$ cat config.mk
export PLATFORM = sky130hd
export DESIGN_NAME = cache_wb_buffer
export DESIGN_NICKNAME = d
export VERILOG_FILES = /design/src/rtl/cache_wb_buffer.sv
export SDC_FILE = /design/constraint.sdc
export NUM_CORES = 1
export LEC_CHECK = 0
export ABC_AREA = 0
export CAP_MARGIN = 5
export CORE_AREA = 2 2 424 426
export CTS_CLUSTER_DIAMETER = 120
export DETAILED_ROUTE_END_ITERATION = 12
export DIE_AREA = 0 0 426 428
export PLACE_DENSITY = 0.46
export SYNTH_ARGS = -nofsm -noshare
export SYNTH_HDL_FRONTEND = slang
export SYNTH_SLANG_ARGS = --single-unit
$ cat constraint.sdc
create_clock -name clk -period 47.6 [get_ports clk]
set_input_delay 9.52 -clock clk [delete_from_list [all_inputs] [get_ports clk]]
set_output_delay 9.52 -clock clk [all_outputs]
set_load 0.02 [all_outputs]
$ cat src/rtl/cache_wb_buffer.sv
`timescale 1ns/1ps
// Victim buffer between the L2 D-cache memory port and the arbiter. Read misses bypass queued evictions.
// Optional macro WBUF_READ_FWD_EN: reads that hit a buffered line are answered from the buffer.
module cache_wb_buffer #(
    parameter int DEPTH = 4
) (
    input  logic         clk,
    input  logic         rst,
    input  logic [31:0]  mem_address,
    input  logic         mem_read,
    input  logic         mem_write,
    input  logic [255:0] mem_wdata,
    output logic [255:0] mem_rdata,
    output logic         mem_resp,
    output logic [31:0]  pmem_address,
    output logic         pmem_read,
    output logic         pmem_write,
    output logic [255:0] pmem_wdata,
    input  logic [255:0] pmem_rdata,
    input  logic         pmem_resp,
    output logic         wb_empty
);
    localparam int PW = $clog2(DEPTH);
    localparam int CW = PW + 1;
    localparam logic [CW-1:0] FULL = CW'(DEPTH);

    typedef enum logic [1:0] {IDLE, RESP, READ_MISS, DRAIN} state_t;

    state_t        state, state_next;
    logic [26:0]   tags  [DEPTH];
    logic [255:0]  lines [DEPTH];
    logic [PW-1:0] head, tail;
    logic [CW-1:0] count, count_next;
    logic [255:0]  rdata_q;
    logic [DEPTH-1:0] valid;
    logic          hit;
    logic [PW-1:0] hit_idx;
    logic          unused_addr_bits;

    assign unused_addr_bits = ^mem_address[4:0];

    // An entry is live when its distance from head is below the occupancy.
    for (genvar g = 0; g < DEPTH; g++) begin : g_valid
        logic [PW-1:0] off;
        assign off      = PW'(g) - head;
        assign valid[g] = ({1'b0, off} < count);
    end

    // Coalescing keeps tags unique, so at most one entry can match.
    always_comb begin
        hit     = 1'b0;
        hit_idx = '0;
        for (int i = 0; i < DEPTH; i++) begin
            if (valid[i] && tags[i] == mem_address[31:5]) begin
                hit     = 1'b1;
                hit_idx = PW'(i);
            end
        end
    end

    always_comb begin
        state_next   = state;
        count_next   = count;
        mem_resp     = 1'b0;
        mem_rdata    = rdata_q;
        pmem_read    = 1'b0;
        pmem_write   = 1'b0;
        pmem_address = '0;
        pmem_wdata   = '0;
        case (state)
            IDLE: begin
                if (mem_read) begin
`ifdef WBUF_READ_FWD_EN
                    state_next = hit ? RESP : READ_MISS;
`else
                    state_next = hit ? DRAIN : READ_MISS;
`endif
                end else if (mem_write) begin
                    if (hit) begin
                        state_next = RESP;
                    end else if (count != FULL) begin
                        state_next = RESP;
                        count_next = count + 1'b1;
                    end else begin
                        state_next = DRAIN;
                    end
                end else if (count != '0) begin
                    state_next = DRAIN;
                end
            end
            RESP: begin
                mem_resp   = 1'b1;
                state_next = IDLE;
            end
            READ_MISS: begin
                pmem_read    = 1'b1;
                pmem_address = {mem_address[31:5], 5'b0};
                mem_rdata    = pmem_rdata;
                mem_resp     = pmem_resp;
                if (pmem_resp) state_next = IDLE;
            end
            DRAIN: begin
                pmem_write   = 1'b1;
                pmem_address = {tags[head], 5'b0};
                pmem_wdata   = lines[head];
                if (pmem_resp) begin
                    state_next = IDLE;
                    count_next = count - 1'b1;
                end
            end
            default: state_next = IDLE;
        endcase
    end

    always_ff @(posedge clk) begin
        if (rst) begin
            state    <= IDLE;
            head     <= '0;
            tail     <= '0;
            count    <= '0;
            wb_empty <= 1'b1;
            rdata_q  <= '0;
        end else begin
            state    <= state_next;
            count    <= count_next;
            wb_empty <= (count_next == '0);
            if (state == IDLE) begin
                if (mem_read) begin
`ifdef WBUF_READ_FWD_EN
                    if (hit) rdata_q <= lines[hit_idx];
`endif
                end else if (mem_write) begin
                    if (hit) begin
                        lines[hit_idx] <= mem_wdata;
                    end else if (count != FULL) begin
                        tags[tail]  <= mem_address[31:5];
                        lines[tail] <= mem_wdata;
                        tail        <= tail + 1'b1;
                    end
                end
            end
            if (state == DRAIN && pmem_resp) head <= head + 1'b1;
        end
    end
endmodule

==> results_dict.tcl, run 1 <==
set metrics [dict create \
    path_max_fanout 9 \
    finalHoldViolCount 0 \
    ys_seq_area_share_pct 73.2 \
    min_period_over_period_pct 44.0 \
    fp.dieW_um 426 \
    routedWlPerCell_um 27.7 \
    drc_errors 0 \
    drive_above_1_share_pct 14.3 \
    place_congestion 0.901 \
    grt_first_pass_wirelength_um 225000 \
    setup.worst_path.class "input pin to primary output" \
    h-tree-depth 4 \
    antenna_left 0 \
    postCtsSetupBuffers 0 \
    cts-resized-gates 0 \
    synth_flop_cell "edfxtp_1" \
    synthCells 2390 \
    fin_skew_ns 0.0257 \
    yosys_warnings 0 \
    arrival_ns 11.41 \
    syn_area_per_cell_um2 19.6 \
    num_vias 26600 \
    tns_ns 0 \
    start_util_pct 26.3 \
    p_leak_nw 20.3 \
    nets 4049 \
    r2r_setup_slack_ns 42.34 \
    cp-start-kind "input pin" \
    cts_num_sinks 1144 \
    power_density_nw_per_um2 36.9 \
    synth.area.top_cells "edfxtp_1 (73%), mux4_2 (14%), and2_1 (6.8%)" \
    routed_via_density 4.47 \
    final_area_um2 64300 \
    grt_overflow_total 0 \
    cts_buffers 130 \
    timing.rr.start "count[1]" \
    async_flop_share_pct 0 \
    rows 155 \
    cap_violations 0 \
    die_y_um 428 \
    grtUsageTotal_pct 17.6 \
    grt_pass1_vias 27600 \
    synth_enable_flop_cells 1132 \
    drt_iter0_drc 1561 \
    syn_area_um2 46800 \
    worst_pin_slew_ns 1.12 \
    antenna_found_initial 82 \
    end_kind "primary output" \
    fp.coreArea_um2 178000 \
    crit_path_end "pmem_address[19]" \
    r2r-end "lines[0][182]" \
    required_ns 38.08 \
    synth_top_area_share_pct 72.7 \
    dp_hpwl_um 113000 \
    rr_worst_depth 13 \
    multi_input_area_um2 11800 \
    seqCellArea_um2 34200 \
    rsz0062_at_grt "false" \
    yosys.area.top_type "edfxtp_1" \
    hp-class "flip-flop to flip-flop" \
    clockBufferDepth 3 \
    dpl_cell_area_um2 60200 \
    ys_ff_latch 1144 \
    first_pass_iters 5 \
    finalWirelength_um 165000 \
    peakVddDrop_mv 0.0315 \
    max_clock_freq_ghz 0.0478 \
    ios 1097 \
    netlist_top_cells_count "edfxtp_1 (1,132), and2_1 (512), mux4_2 (283)" \
    yosysMostFrequentCell "edfxtp_1" \
    dieArea_um2 182000 \
    io_buffers 1086 \
    cts_tree "built" \
    clockRootBuffer "clkbuf_16" \
    cts_hold_buf 0 \
    slew_headroom_pct 25.4 \
    fillers 16800 \
    grt_max_degree 183 \
    whs_ns 0.575 \
    setup_viol 0 \
    clk_latency_ns 0.76 \
    slew_viol_final 0 \
    finalCriticalPeriod_ns 20.93 \
    status "completed" \
    startpoint "mem_address[19]" \
    areaGrowthSynthToFinish_pct 37.4 \
    clkTransAtPathRegs_ns 0.06 \
    synth_cell_types 55 \
]
## critical path, cell delays in order
cell and delay (ns):
clkdlybuf4s50_1 0.81, a22o_1 0.31, clkdlybuf4s50_1 0.76
## per-stage QoR
stage | utilization, % | cells | power [mW] | setup slack (ns)
global placement | 33.9 | 5708 | 1.45 | 26.52
floorplan | - | 2394 | 1.29 | 15.33
global route | 36.2 | 5952 | 2.46 | 26.55
finish | 36.2 | 5954 | 2.37 | 26.67
CTS | 36.2 | 5932 | 2.41 | 26.51
detailed placement | 33.9 | 5708 | 1.45 | 26.51
## how the worst min path moves through the flow
| stage | start | to | slack (ns) | cells past startpoint |
|---|---|---|---|---|
| after global routing | state[1] | state[1] | 0.60 | 2 |
| after global placement | state[1] | state[1] | 0.55 | 2 |
| after detailed placement | state[1] | state[1] | 0.57 | 2 |
| after CTS | state[1] | state[1] | 0.58 | 2 |
| final | state[1] | state[1] | 0.58 | 2 |
| after floorplan | state[1] | state[1] | 0.46 | 2 |
## power breakdown
group / switching [mW] / internal, mW
combinational: 0.155 / 0.139
sequential: 0.00591 / 1.12
clock: 0.403 / 0.543
total: 0.563 / 1.81
## cells in the final DEF, fill, tap and decap left out, types with 6 or more instances in the layout
master | synthesis | routed
a21oi_1 | 12 | 12
a22o_1 | 26 | 26
and2_1 | 512 | 512
buf_4 | 7 | 30
clkbuf_1 | 90 | 30
clkbuf_16 | 0 | 134
clkdlybuf4s50_1 | 0 | 1086
clkinv_1 | 0 | 23
clkinv_2 | 0 | 16
dfxtp_1 | 12 | 10
diode_2 | 0 | 22
edfxtp_1 | 1132 | 1132
ha_1 | 15 | 13
inv_1 | 10 | 10
mux4_2 | 283 | 283
nand2_1 | 12 | 12
nand3_1 | 6 | 6
nor2_1 | 17 | 16
nor4_1 | 24 | 24
xnor2_1 | 9 | 9
xor2_1 | 103 | 103
## cell families (layout without fill, tap and decap cells)
| group | after synthesis | in the layout | share of synthesized area, % |
|---|---|---|---|
| xor gates and xnor gates | 112 | 112 | 2.10 |
| muxes | 284 | 284 | 13.6 |
| DFF | 1144 | 1144 | 73.2 |
| buffers and inverters | 172 | 1355 | 1.68 |
| other | 1 | 27 | 0.00802 |
| and+or+nand+nor | 604 | 604 | 8.02 |
| adders and majority gates | 15 | 15 | 0.401 |
| AOI/OAI and AO/OA | 58 | 58 | 0.955 |
## registers in the layout, summed over array words and instances (netlist names), named ones only
register and cells:
tags 108, tail 2, lines 1024, state 2, head 2, wb_empty 1, count 3
## area by class of cell
type / instances / area share (%)
Antenna cell: 22 / 0.0857
Inverter: 10 / 0.0584
Tap cell: 2355 / 4.58
Clock inverter: 60 / 0.785
Multi-Input combinational cell: 1078 / 18.4
Timing Repair Buffer: 1121 / 17.4
Clock buffer: 164 / 5.39
Sequential cell: 1144 / 53.3
## per-layer routing
metal	vias up	global-route usage, %	part of all wire, %
met2	918	31.9	54
met4	22	9.61	5.4
met3	337	4.97	6.4
li1	11600	-	-
met1	13800	18.2	34
met5	-	0	0.081
(Power assumes the default switching activity.)
==> run 2: changes to the inputs <==
==> constraint.sdc (replaced) <==
create_clock -name clk -period 19.69 [get_ports clk]
set_input_delay 3.938 -clock clk [delete_from_list [all_inputs] [get_ports clk]]
set_output_delay 3.938 -clock clk [all_outputs]
set_load 0.02 [all_outputs]
==> run 2 against run 1 <==
Compared with the run above:
- final cell count is 0.17% higher
- largest cell class unchanged
- total power grew 140%
- count of clock-buffer cells in the layout decreased by 5
- non-clock buffer count is 4 lower
==> results_dict.tcl, run 2 (same netlist as run 1, synthesis figures left out) <==
set metrics [dict create \
    cap_violations 0 \
    fin_skew_ns 0.0321 \
    setup_viol 0 \
    finalCoreUtilization_pct 36.2 \
    swShare_pct 23.7 \
    setup_ws_ns 9.95 \
    startpoint "pmem_resp" \
    seq_power_share_pct 47.6 \
    rsz0062_at_grt "false" \
    cts_tree "built" \
    grt_max_degree 130 \
    grt_first_pass_wirelength_um 227000 \
    cts_num_sinks 1144 \
    tns_ns 0 \
    dieArea_um2 182000 \
    routed_via_density 4.48 \
    drive_above_1_share_pct 14.3 \
    setup.worst_path.class "input pin to primary output" \
    p_leak_nw 20.3 \
    cp-start-kind "input pin" \
    power_density_nw_per_um2 89.1 \
    total_power_mw 5.74 \
    slowest_delay_ns 0.78 \
    first_pass_iters 5 \
    rr_worst_depth 13 \
    clk_latency_ns 0.76 \
    clockBufferDepth 3 \
    reg_top3 "lines x1024, tags x108, count x3" \
    ios 1097 \
    clockRootBuffer "clkbuf_16" \
    antenna_found_initial 85 \
    cts-resized-gates 0 \
    place_congestion 0.876 \
    final_cell_mix "edfxtp_1 (1,132), clkdlybuf4s50_1 (1,086), and2_1 (512), mux4_2 (283), clkbuf_16 (134)" \
    arrival_ns 5.81 \
    timing.rr.start "count[1]" \
    fp.dieW_um 426 \
    grt_pass1_vias 27400 \
    path_max_fanout 8 \
    peakVddDrop_mv 0.0659 \
    io_buffers 1086 \
    p_sw_mw 1.36 \
    path_common_cell "clkdlybuf4s50_1" \
    cts_hold_buf 0 \
    hp-class "flip-flop to flip-flop" \
    die_y_um 428 \
    worst_pin_slew_ns 1.21 \
    end_kind "primary output" \
    clkTransAtPathRegs_ns 0.05 \
    drt_iter0_drc 1675 \
    pre_cts_ws_ns 9.73 \
    antenna_left 0 \
    drc_errors 0 \
    h-tree-depth 4 \
    cts_buffers 133 \
    clkPwrFrac_pct 40.0 \
    crit_path_cell_trace "clkdlybuf4s50_1 -> a21oi_1 -> nor2b_1 -> clkdlybuf4s50_1" \
    critPathSlowestCell "clkdlybuf4s50_1" \
    r2r-end "lines[0][224]" \
    grt_overflow_total 0 \
    layout_commonest_cell "edfxtp_1" \
    areaGrowthSynthToFinish_pct 37.6 \
    status "completed" \
    finalWirelength_um 167000 \
    largest_reg_flops 1024 \
    r2r_setup_slack_ns 14.37 \
    grtUsageTotal_pct 17.8 \
    start_util_pct 26.3 \
    num_vias 26700 \
    min_period_over_period_pct 49.5 \
    fp.coreArea_um2 178000 \
    postCtsSetupBuffers 0 \
    rows 155 \
    crit_path_end "mem_resp" \
    slew_headroom_pct 19.5 \
    regMostFlops "lines" \
    nets 4048 \
    max_clock_freq_ghz 0.103 \
    finalCriticalPeriod_ns 9.74 \
    slew_viol_final 0 \
    dp_hpwl_um 115000 \
    routedWlPerCell_um 28.0 \
    required_ns 15.75 \
    finalHoldViolCount 0 \
    p_int_mw 4.37 \
    combPwrFrac_pct 12.3 \
]
[run 2: area by class of cell]
type / instances / area [um2]
Timing Repair Buffer: 1117 / 11200
Fill cell: 16800 / 113000
Clock buffer: 159 / 3470
Sequential cell: 1144 / 34200
Tap cell: 2355 / 2950
Antenna cell: 34 / 85.1
Clock inverter: 67 / 536
Multi-Input combinational cell: 1078 / 11800
Inverter: 10 / 37.5
[run 2: critical path, delay by kind of cell]
family          cells  cell delay (ns)
buf+inv             2             1.43
compound gates      1             0.11
simple gates        1             0.31
[run 2: layer usage]
metal / up-vias / wire, um / share of wire, % / track usage [%]
met1: 13900 / 59300 / 35 / 19.0
met5: - / 84 / 0.050 / 0
met4: 12 / 7230 / 4.3 / 8.47
met2: 886 / 91700 / 55 / 33.0
met3: 315 / 8770 / 5.2 / 3.95
li1: 11600 / - / - / -
[run 2: metrics by stage]
step	hold slack (ns)	cell area [um2]	cells
6_report	0.557	64400	5964
5_1_grt	0.591	64400	5960
4_1_cts	0.565	64300	5930
3_5_place_dp	0.557	60300	5704
3_3_place_gp	0.550	60300	5704
2_1_floorplan	0.465	46800	2394
[run 2: how the worst min path moves through the flow]
stage	startpoint	to	cells past startpoint
after global placement	state[1]	state[1]	2
final	state[1]	state[1]	2
after detailed placement	state[1]	state[1]	2
after CTS	state[1]	state[1]	2
after floorplan	state[1]	state[1]	2
after global routing	state[1]	state[1]	2
[run 2: power by group through the flow]
stage / combinational, mW / clock [mW] / sequential [mW]
floorplan: 0.310 / 0 / 2.79
global route: 0.749 / 2.46 / 2.73
detailed placement: 0.712 / 0 / 2.78
CTS: 0.714 / 2.37 / 2.73
global placement: 0.712 / 0 / 2.78
finish: 0.707 / 2.30 / 2.73
